[config.mk]
export PLATFORM = sky130hd
export DESIGN_NAME = window_ctrl_param_flat
export DESIGN_NICKNAME = d
export VERILOG_FILES = /design/src/rtl/window_ctrl_pkg.sv /design/src/rtl/window_ctrl_param_if.sv /design/src/rtl/window_bounds_cmp.sv /design/src/rtl/window_ctrl_param.sv /design/src/flat_wrapper.sv
export SDC_FILE = /design/constraint.sdc
export NUM_CORES = 1
export LEC_CHECK = 0
export ABC_AREA = 0
export BUFFER_PORTS_ARGS = -buffer_cell sky130_fd_sc_hd__buf_2
export CAP_MARGIN = 0
export CORE_ASPECT_RATIO = 1.75
export CORE_UTILIZATION = 59
export CTS_BUF_LIST = sky130_fd_sc_hd__clkbuf_4 sky130_fd_sc_hd__clkbuf_8
export CTS_CLUSTER_SIZE = 14
export DETAILED_ROUTE_END_ITERATION = 10
export PLACE_DENSITY = 0.95
export SLEW_MARGIN = 20
export SYNTH_ARGS = -nofsm -noshare
export SYNTH_HDL_FRONTEND = slang
export SYNTH_HIERARCHICAL = 1
export SYNTH_SLANG_ARGS = --single-unit
export TNS_END_PERCENT = 10
[constraint.sdc]
create_clock -name clock -period 8.4 [get_ports clock]
set_input_delay 0.42 -clock clock [delete_from_list [all_inputs] [get_ports clock]]
set_output_delay 0.42 -clock clock [all_outputs]
set_load 0.03 [all_outputs]
[src/rtl/window_ctrl_pkg.sv]
// Shared types and defaults for the parametrised window controller.
package window_ctrl_pkg;

  typedef enum logic [1:0] {
    IDLE  = 2'd0,
    FILL  = 2'd1,
    READY = 2'd2
  } state_e;

  localparam int unsigned DEF_X_BITWIDTH     = 10;
  localparam int unsigned DEF_Y_BITWIDTH     = 10;
  localparam int unsigned DEF_PIXEL_BITWIDTH = 8;
  localparam int unsigned DEF_SCREEN_W       = 640;
  localparam int unsigned DEF_SCREEN_H       = 480;
  localparam int unsigned DEF_BUFFER_W       = 16;
  localparam int unsigned DEF_BUFFER_H       = 16;

  // Width of a counter able to hold 0..buffer_h inclusive.
  function automatic int unsigned rows_w(input int unsigned buffer_h);
    return $clog2(buffer_h + 1);
  endfunction

endpackage

[src/rtl/window_ctrl_param_if.sv]
// Camera-stream / window-buffer / mult_adder bundle seen by the window controller.
interface window_ctrl_param_if #(
  parameter int unsigned X_BITWIDTH     = window_ctrl_pkg::DEF_X_BITWIDTH,
  parameter int unsigned Y_BITWIDTH     = window_ctrl_pkg::DEF_Y_BITWIDTH,
  parameter int unsigned PIXEL_BITWIDTH = window_ctrl_pkg::DEF_PIXEL_BITWIDTH,
  parameter int unsigned BUFFER_H       = window_ctrl_pkg::DEF_BUFFER_H
) ();
  localparam int unsigned ROWS_W = window_ctrl_pkg::rows_w(BUFFER_H);

  logic [X_BITWIDTH-1:0]     buffer_x_pos;
  logic [Y_BITWIDTH-1:0]     buffer_y_pos;
  logic                      pixel_valid;
  logic [X_BITWIDTH-1:0]     screen_x;
  logic [Y_BITWIDTH-1:0]     screen_y;
  logic [PIXEL_BITWIDTH-1:0] pixel_in;
  logic                      rdy_ack;
  logic [PIXEL_BITWIDTH-1:0] pixel_out;
  logic                      shift_left;
  logic                      shift_up;
  logic                      buffer_rdy;
  logic                      overrun;
  logic                      pos_err;
  logic [ROWS_W-1:0]         rows_filled;

  modport master (
    output buffer_x_pos, buffer_y_pos, pixel_valid, screen_x, screen_y, pixel_in, rdy_ack,
    input  pixel_out, shift_left, shift_up, buffer_rdy, overrun, pos_err, rows_filled
  );

  modport slave (
    input  buffer_x_pos, buffer_y_pos, pixel_valid, screen_x, screen_y, pixel_in, rdy_ack,
    output pixel_out, shift_left, shift_up, buffer_rdy, overrun, pos_err, rows_filled
  );
endinterface

[src/rtl/window_bounds_cmp.sv]
// Combinational window geometry: in-window, last column/row and out-of-screen flags.
module window_bounds_cmp #(
  parameter int unsigned X_BITWIDTH = window_ctrl_pkg::DEF_X_BITWIDTH,
  parameter int unsigned Y_BITWIDTH = window_ctrl_pkg::DEF_Y_BITWIDTH,
  parameter int unsigned SCREEN_W   = window_ctrl_pkg::DEF_SCREEN_W,
  parameter int unsigned SCREEN_H   = window_ctrl_pkg::DEF_SCREEN_H,
  parameter int unsigned BUFFER_W   = window_ctrl_pkg::DEF_BUFFER_W,
  parameter int unsigned BUFFER_H   = window_ctrl_pkg::DEF_BUFFER_H
) (
  input  logic                  pixel_valid_i,
  input  logic [X_BITWIDTH-1:0] x_i,
  input  logic [Y_BITWIDTH-1:0] y_i,
  input  logic [X_BITWIDTH-1:0] win_x_i,
  input  logic [Y_BITWIDTH-1:0] win_y_i,
  output logic                  in_win_o,
  output logic                  last_col_o,
  output logic                  last_row_o,
  output logic                  oob_o
);
  // One extra bit so the window end never wraps.
  localparam int unsigned XW = X_BITWIDTH + 1;
  localparam int unsigned YW = Y_BITWIDTH + 1;
  localparam logic [XW-1:0] BUF_W = XW'(BUFFER_W);
  localparam logic [YW-1:0] BUF_H = YW'(BUFFER_H);
  localparam logic [XW-1:0] SCR_W = XW'(SCREEN_W);
  localparam logic [YW-1:0] SCR_H = YW'(SCREEN_H);

  logic [XW-1:0] x_w, x_lo, x_hi;
  logic [YW-1:0] y_w, y_lo, y_hi;

  assign x_w  = {1'b0, x_i};
  assign y_w  = {1'b0, y_i};
  assign x_lo = {1'b0, win_x_i};
  assign y_lo = {1'b0, win_y_i};
  assign x_hi = x_lo + BUF_W;
  assign y_hi = y_lo + BUF_H;

  assign oob_o      = (x_hi > SCR_W) || (y_hi > SCR_H);
  assign in_win_o   = pixel_valid_i
                   && (x_w >= x_lo) && (x_w < x_hi) && (x_w < SCR_W)
                   && (y_w >= y_lo) && (y_w < y_hi) && (y_w < SCR_H);
  assign last_col_o = (x_w == x_hi - XW'(1));
  assign last_row_o = (y_w == y_hi - YW'(1));
endmodule

[src/rtl/window_ctrl_param.sv]
// Window controller: fills the BUFFER_W x BUFFER_H window buffer from the camera
// stream and hands it to the mult_adder tree with a ready/ack handshake.
module window_ctrl_param
  import window_ctrl_pkg::*;
#(
  parameter int unsigned X_BITWIDTH     = DEF_X_BITWIDTH,
  parameter int unsigned Y_BITWIDTH     = DEF_Y_BITWIDTH,
  parameter int unsigned PIXEL_BITWIDTH = DEF_PIXEL_BITWIDTH,
  parameter int unsigned SCREEN_W       = DEF_SCREEN_W,
  parameter int unsigned SCREEN_H       = DEF_SCREEN_H,
  parameter int unsigned BUFFER_W       = DEF_BUFFER_W,
  parameter int unsigned BUFFER_H       = DEF_BUFFER_H
) (
  input logic                clock,
  input logic                reset,
  window_ctrl_param_if.slave bus
);
  localparam int unsigned ROWS_W = rows_w(BUFFER_H);

  state_e                    state_q;
  logic [X_BITWIDTH-1:0]     act_x_q;
  logic [Y_BITWIDTH-1:0]     act_y_q;
  logic [PIXEL_BITWIDTH-1:0] pixel_out_q;
  logic                      shift_left_q, shift_up_q, buffer_rdy_q, overrun_q, pos_err_q;
  logic [ROWS_W-1:0]         rows_q, rows_d;

  logic                      frame_start, fill_active;
  logic                      in_win, last_col, last_row, oob;
  logic [X_BITWIDTH-1:0]     win_x;
  logic [Y_BITWIDTH-1:0]     win_y;

  assign frame_start = bus.pixel_valid && (bus.screen_x == '0) && (bus.screen_y == '0);

  // The frame-start pixel already belongs to the new frame, so it is judged
  // against the incoming position rather than the one being replaced.
  assign win_x       = frame_start ? bus.buffer_x_pos : act_x_q;
  assign win_y       = frame_start ? bus.buffer_y_pos : act_y_q;
  assign fill_active = frame_start ? !oob : (state_q == FILL);
  assign rows_d      = (frame_start ? '0 : rows_q) + ROWS_W'(1);

  window_bounds_cmp #(
    .X_BITWIDTH (X_BITWIDTH),
    .Y_BITWIDTH (Y_BITWIDTH),
    .SCREEN_W   (SCREEN_W),
    .SCREEN_H   (SCREEN_H),
    .BUFFER_W   (BUFFER_W),
    .BUFFER_H   (BUFFER_H)
  ) u_bounds (
    .pixel_valid_i (bus.pixel_valid),
    .x_i           (bus.screen_x),
    .y_i           (bus.screen_y),
    .win_x_i       (win_x),
    .win_y_i       (win_y),
    .in_win_o      (in_win),
    .last_col_o    (last_col),
    .last_row_o    (last_row),
    .oob_o         (oob)
  );

  always_ff @(posedge clock or posedge reset) begin
    if (reset) begin
      state_q      <= IDLE;
      act_x_q      <= '0;
      act_y_q      <= '0;
      pixel_out_q  <= '0;
      shift_left_q <= 1'b0;
      shift_up_q   <= 1'b0;
      buffer_rdy_q <= 1'b0;
      overrun_q    <= 1'b0;
      pos_err_q    <= 1'b0;
      rows_q       <= '0;
    end else begin
      // NOTE: these non-blocking defaults are overridden by later writes in this block; the last write wins.
      shift_left_q <= 1'b0;
      shift_up_q   <= 1'b0;
      overrun_q    <= 1'b0;

      if (frame_start) begin
        act_x_q   <= bus.buffer_x_pos;
        act_y_q   <= bus.buffer_y_pos;
        pos_err_q <= oob;
        rows_q    <= '0;
      end

      unique case (state_q)
        IDLE:  if (frame_start && !oob) state_q <= FILL;
        FILL:  if (frame_start && oob)  state_q <= IDLE;
        READY: begin
          // An ack in the same cycle as a frame start takes precedence over overrun.
          buffer_rdy_q <= !(bus.rdy_ack || frame_start);
          overrun_q    <= frame_start && !bus.rdy_ack;
          if (frame_start)      state_q <= oob ? IDLE : FILL;
          else if (bus.rdy_ack) state_q <= IDLE;
        end
        default: state_q <= IDLE;
      endcase

      if (fill_active && in_win) begin
        shift_left_q <= 1'b1;
        pixel_out_q  <= bus.pixel_in;
        if (last_col) begin
          rows_q <= rows_d;
          if (last_row) state_q    <= READY;
          else          shift_up_q <= 1'b1;
        end
      end
    end
  end

  assign bus.pixel_out   = pixel_out_q;
  assign bus.shift_left  = shift_left_q;
  assign bus.shift_up    = shift_up_q;
  assign bus.buffer_rdy  = buffer_rdy_q;
  assign bus.overrun     = overrun_q;
  assign bus.pos_err     = pos_err_q;
  assign bus.rows_filled = rows_q;
endmodule

[src/flat_wrapper.sv]
// flat-port wrapper written by rule: the top's interface ports become plain ports
module window_ctrl_param_flat import window_ctrl_pkg::*;
#(
  parameter int unsigned X_BITWIDTH     = DEF_X_BITWIDTH,
  parameter int unsigned Y_BITWIDTH     = DEF_Y_BITWIDTH,
  parameter int unsigned PIXEL_BITWIDTH = DEF_PIXEL_BITWIDTH,
  parameter int unsigned SCREEN_W       = DEF_SCREEN_W,
  parameter int unsigned SCREEN_H       = DEF_SCREEN_H,
  parameter int unsigned BUFFER_W       = DEF_BUFFER_W,
  parameter int unsigned BUFFER_H       = DEF_BUFFER_H
)
  (clock, reset, bus_buffer_x_pos, bus_buffer_y_pos, bus_pixel_valid, bus_screen_x, bus_screen_y, bus_pixel_in, bus_rdy_ack, bus_pixel_out, bus_shift_left, bus_shift_up, bus_buffer_rdy, bus_overrun, bus_pos_err, bus_rows_filled);
  window_ctrl_param_if #(.X_BITWIDTH(X_BITWIDTH), .Y_BITWIDTH(Y_BITWIDTH), .PIXEL_BITWIDTH(PIXEL_BITWIDTH), .BUFFER_H(BUFFER_H)) bus_i ();
  input logic clock;
  input logic reset;
  input wire logic [$bits(bus_i.buffer_x_pos)-1:0] bus_buffer_x_pos;
  input wire logic [$bits(bus_i.buffer_y_pos)-1:0] bus_buffer_y_pos;
  input wire logic [$bits(bus_i.pixel_valid)-1:0] bus_pixel_valid;
  input wire logic [$bits(bus_i.screen_x)-1:0] bus_screen_x;
  input wire logic [$bits(bus_i.screen_y)-1:0] bus_screen_y;
  input wire logic [$bits(bus_i.pixel_in)-1:0] bus_pixel_in;
  input wire logic [$bits(bus_i.rdy_ack)-1:0] bus_rdy_ack;
  output wire logic [$bits(bus_i.pixel_out)-1:0] bus_pixel_out;
  output wire logic [$bits(bus_i.shift_left)-1:0] bus_shift_left;
  output wire logic [$bits(bus_i.shift_up)-1:0] bus_shift_up;
  output wire logic [$bits(bus_i.buffer_rdy)-1:0] bus_buffer_rdy;
  output wire logic [$bits(bus_i.overrun)-1:0] bus_overrun;
  output wire logic [$bits(bus_i.pos_err)-1:0] bus_pos_err;
  output wire logic [$bits(bus_i.rows_filled)-1:0] bus_rows_filled;
  assign bus_i.buffer_x_pos = bus_buffer_x_pos;
  assign bus_i.buffer_y_pos = bus_buffer_y_pos;
  assign bus_i.pixel_valid = bus_pixel_valid;
  assign bus_i.screen_x = bus_screen_x;
  assign bus_i.screen_y = bus_screen_y;
  assign bus_i.pixel_in = bus_pixel_in;
  assign bus_i.rdy_ack = bus_rdy_ack;
  assign bus_pixel_out = bus_i.pixel_out;
  assign bus_shift_left = bus_i.shift_left;
  assign bus_shift_up = bus_i.shift_up;
  assign bus_buffer_rdy = bus_i.buffer_rdy;
  assign bus_overrun = bus_i.overrun;
  assign bus_pos_err = bus_i.pos_err;
  assign bus_rows_filled = bus_i.rows_filled;
  window_ctrl_param #(.X_BITWIDTH(X_BITWIDTH), .Y_BITWIDTH(Y_BITWIDTH), .PIXEL_BITWIDTH(PIXEL_BITWIDTH), .SCREEN_W(SCREEN_W), .SCREEN_H(SCREEN_H), .BUFFER_W(BUFFER_W), .BUFFER_H(BUFFER_H)) u_core (.clock(clock), .reset(reset), .bus(bus_i));
endmodule
==> parameters.txt <==
Parameter                              Value

Place
  Area post-placement    3740 um2
  Number of input and output port buffers inserted    69
  Detailed placement HPWL    6.40 mm
  Final GP Congestion    0.955

Clock network
  Cell chosen for the clock root    sky130_fd_sc_hd__clkbuf_8
  CTS clk-pin slew, worst paths    about 0.080 ns
  Number of cells upsized or downsized after cts    0
  Cts-stage hold buffer count    0
  Post-CTS Setup Bufs    0
  Clk sink count    40
  Insertion delay to the later sink of the worst-skew pair    0.30 ns
  TritonCTS clock tree    built
  Cts bufs inserted    5
  Number of H-tree branching levels    2
  Clock tree buffer depth    2

Finish
  Summed area of non-filler cells in the final layout    approximately 3900 um2
  Number of nets in the finished design    between 500 and 600
  Area growth from synthesis to layout    16.0%
  Fraction of final layout cells sized beyond drive strength 1    roughly 22%
  Count of antenna diodes in the layout    0
  Post-layout util    72.2%
  Filler Cells Inserted    between 400 and 500

Setup path
  Count of cells along the worst register-to-register path    13
  Required time of the worst setup path    8.58 ns
  Crit path cell chain    buf_2, nor3_1, nand4_1, nor2_2, buf_4, mux2_1, ha_1, xor2_2, inv_2, ha_1, o21a_1, o211ai_1, a21o_1, a21oi_1, nor4b_1, nand2b_1, mux2i_2, mux2_1
  CP peak stage delay    0.60 ns
  Slowest cell on the critical path    sky130_fd_sc_hd__nor4b_1
  CP Class    in2reg
  Arrival time at the worst endpoint    5.64 ns
  Largest driver fanout on the critical path    18
  Worst flop-to-flop path endpoint    u_core/bus.pixel_out[3]
  Slack of the worst reg-to-reg path    approximately 4.4 ns
  Worst r2r src    u_core/act_y_q[4]
  Crit. End Element    flop
  Critical Path Start Type    input pin

Detailed routing
  Average routed wire per standard cell    15.9 um
  DR vias    2949
  First-pass DRT Iterations    5
  Number of DRC markers in iteration 0    134
  Per-cell via count in the routed design    between 5 and 6
  Total Wirelength    8.01 mm
  DRC    0
  Post-detailed-route count of antenna-violating nets    0

Timing
  Unrepaired setup endpoints after global routing    false
  Max Fclk    between 0.15 and 0.2 GHz
  Count of endpoints failing setup in the final report    0
  Relative slew slack    between 50 and 60%
  Post-Route Setup TNS    0 ns
  Worst Tran Pin Value    0.703 ns
  Worst Skew    0.00630 ns
  Period utilization    65.0%
  Final hold violation count    0
  Hold_ws    about 0.24 ns
  Post-route minimum period    5.46 ns
  Pins over their slew limit    0

Floorplan
  Die boundary height    101 um
  Total Die Area    5960 um2
  Die X-Extent    58.8 um
  Starting Density    between 60% and 70%
  Io pins    70
  CORE AREA    5340 um2
  Placement Rows    35

Synth
  Portion of netlist area occupied by mux cells    10.8%
  Netlist cell types    55
  Post-synthesis cell count    357
  Seq/Total Area, Yosys    30.1%
  Dominant register cell in the synthesized netlist    sky130_fd_sc_hd__dfrtp_1
  Net count after synthesis    about 450
  Netlist area before placement    3330 um2
  Xor/xnor cell area share of the yosys netlist    10.4%
  Post-synth EDFFs    0
  Main combinational cell family by area after synthesis    simple AND/OR/NAND/NOR gates
  Number of register bits inferred by synthesis    40
  Mean instance size in the synthesized netlist    9.32 um2
  Simple-gate area share of the yosys netlist    17.8%
  Share of the synthesized area in compound gates (AO/OA/AOI/OAI)    12.4%
  Adder and majority cell fraction of the synthesized area    13.9%
  Synthesis warning total    6
  Proportion of register bits with asynchronous set or reset after synthesis    between 90% and 100%

GRT
  Via count of the first global-routing pass    around 2900
  Overall fraction of global-route tracks in use    29.0%
  Initial antenna violation count    0
  Remaining global-route overflow    0
  Largest net degree at the start of global routing    41
  First-pass GRT wire length    13.1 mm

Power and ir drop
  Worst ir drop on vdd    0.0812 mV
  Lkg Pwr    approximately 1.9 nW
  Power per standard cell area    107 nW/um2

Worst hold path
  Path category of the worst min-delay check    in2async

Status
  Status    completed

Job
  Max-cap violation count    0
[logic make-up (layout without fill, tap and decap cells)]
kind of cell / count (synthesis) / count (layout)
flops: 40 / 40
buf+inv: 38 / 110
compound gates: 66 / 66
simple gates: 107 / 107
fa+ha+maj: 37 / 37
mux: 32 / 32
xor+xnor: 37 / 37
[critical path, delay by kind of cell]
kind	cells	cell delay, ns
adder cells (fa/ha/maj)	2	0.59
multiplexers	3	1.43
AND/OR/NAND/NOR	5	1.91
buffers and inverters	3	0.58
AO/OA/AOI/OAI	4	0.50
XOR/XNOR	1	0.19
[worst max path at each step]
stage	endpoint	slack, ns	start	depth (start not counted)
after floorplan	u_core/bus.pixel_out[0]	3.88	bus_screen_y[4]	17
after CTS	u_core/bus.pixel_out[3]	2.97	bus_screen_y[9]	18
final	u_core/bus.pixel_out[3]	2.94	bus_screen_x[3]	18
after global placement	u_core/bus.pixel_out[4]	2.90	bus_screen_x[3]	18
after detailed placement	u_core/bus.pixel_out[3]	2.66	bus_screen_y[9]	18
after global routing	u_core/bus.pixel_out[3]	2.38	bus_screen_y[9]	18
[registers in the layout, summed over array words and instances, names as in the netlist]
name	flops
u_core/state_q	2
u_core/bus.shift_left	1
u_core/bus.buffer_rdy	1
u_core/bus.pixel_out	8
u_core/act_y_q	10
u_core/bus.overrun	1
u_core/bus.pos_err	1
u_core/bus.rows_filled	5
u_core/bus.shift_up	1
u_core/act_x_q	10
[synthesized netlist by cell type (2+ instances only)]
master | instances | share of area [%]
sky130_fd_sc_hd__a21o_1 | 5 | 1.1
sky130_fd_sc_hd__a21oi_1 | 19 | 2.9
sky130_fd_sc_hd__a31oi_1 | 2 | 0.38
sky130_fd_sc_hd__and3_1 | 2 | 0.38
sky130_fd_sc_hd__buf_2 | 3 | 0.45
sky130_fd_sc_hd__buf_4 | 2 | 0.45
sky130_fd_sc_hd__clkbuf_1 | 2 | 0.23
sky130_fd_sc_hd__dfrtp_1 | 40 | 30
sky130_fd_sc_hd__ha_1 | 37 | 14
sky130_fd_sc_hd__inv_1 | 30 | 3.4
sky130_fd_sc_hd__mux2_1 | 28 | 9.5
sky130_fd_sc_hd__mux2i_1 | 2 | 0.60
sky130_fd_sc_hd__nand2_1 | 18 | 2.0
sky130_fd_sc_hd__nand2b_1 | 6 | 1.1
sky130_fd_sc_hd__nand3_1 | 15 | 2.3
sky130_fd_sc_hd__nand3_2 | 2 | 0.60
sky130_fd_sc_hd__nand3b_1 | 3 | 0.68
sky130_fd_sc_hd__nand4_1 | 8 | 1.5
sky130_fd_sc_hd__nor2_1 | 18 | 2.0
sky130_fd_sc_hd__nor2_2 | 2 | 0.38
sky130_fd_sc_hd__nor2b_1 | 5 | 0.94
sky130_fd_sc_hd__nor3_1 | 14 | 2.1
sky130_fd_sc_hd__nor4_1 | 2 | 0.38
sky130_fd_sc_hd__nor4_2 | 3 | 1.1
sky130_fd_sc_hd__o21a_1 | 2 | 0.45
sky130_fd_sc_hd__o21ai_0 | 22 | 3.3
sky130_fd_sc_hd__o22ai_1 | 2 | 0.38
sky130_fd_sc_hd__or3_1 | 3 | 0.56
sky130_fd_sc_hd__xnor2_1 | 27 | 7.1
sky130_fd_sc_hd__xnor2_2 | 2 | 0.98
sky130_fd_sc_hd__xor2_1 | 7 | 1.8
[placed cells by master (no fill, tap or decap), types with 2 or more instances in the layout]
cell type                  instances
sky130_fd_sc_hd__xnor2_2           2
sky130_fd_sc_hd__nor3_1           14
sky130_fd_sc_hd__nand3b_1          3
sky130_fd_sc_hd__or3_1             3
sky130_fd_sc_hd__o21a_1            2
sky130_fd_sc_hd__clkbuf_8          5
sky130_fd_sc_hd__o21ai_0          22
sky130_fd_sc_hd__nor2b_1           5
sky130_fd_sc_hd__nand2b_1          6
sky130_fd_sc_hd__nand2_1          18
sky130_fd_sc_hd__clkinv_4          2
sky130_fd_sc_hd__ha_1             37
sky130_fd_sc_hd__nand3_2           2
sky130_fd_sc_hd__inv_1            30
sky130_fd_sc_hd__nor2_1           18
sky130_fd_sc_hd__buf_2            69
sky130_fd_sc_hd__a31oi_1           2
sky130_fd_sc_hd__nor4_2            3
sky130_fd_sc_hd__a21oi_1          19
sky130_fd_sc_hd__nor2_2            2
sky130_fd_sc_hd__mux2_1           28
sky130_fd_sc_hd__mux2i_1           2
sky130_fd_sc_hd__xor2_1            7
sky130_fd_sc_hd__nor4_1            2
sky130_fd_sc_hd__xnor2_1          27
sky130_fd_sc_hd__dfrtp_1          40
sky130_fd_sc_hd__nand3_1          15
sky130_fd_sc_hd__o22ai_1           2
sky130_fd_sc_hd__and3_1            2
sky130_fd_sc_hd__nand4_1           8
sky130_fd_sc_hd__buf_4             2
sky130_fd_sc_hd__a21o_1            5
[metrics by stage]
step | std cells | total power [mW] | setup WS, ns
floorplan | 357 | 0.226 | 3.88
global placement | 495 | 0.251 | 2.90
detailed placement | 495 | 0.253 | 2.66
CTS | 503 | 0.414 | 2.97
global route | 503 | 0.431 | 2.38
finish | 503 | 0.412 | 2.94
[metal layers]
metal  vias up  track usage (%)  wire length, um
met1      1387             30.1             2880
met3        32             2.94              301
met2       117             53.4             4390
li1       1413                -                -
met4         0             19.0              430
met5         -                0                0
[final cells by class]
cell class                      count  area, um2  area share, %
Multi-Input combinational cell    279       2170           56.3
Inverter                           31        116           3.01
Clock inverter                      3       47.5           1.23
Tap cell                           74       92.6           2.40
Clock buffer                        5       68.8           1.78
Timing Repair Buffer               71        360           9.34
Sequential cell                    40       1000           25.9
[where the power goes]
part           leakage (nW)  switching, mW  internal [mW]  total [mW]
sequential            0.557       0.000383          0.193       0.193
clock                0.0583         0.0733         0.0895       0.163
combinational          1.25         0.0313         0.0247      0.0559
Power figures use the tool's default switching activity.
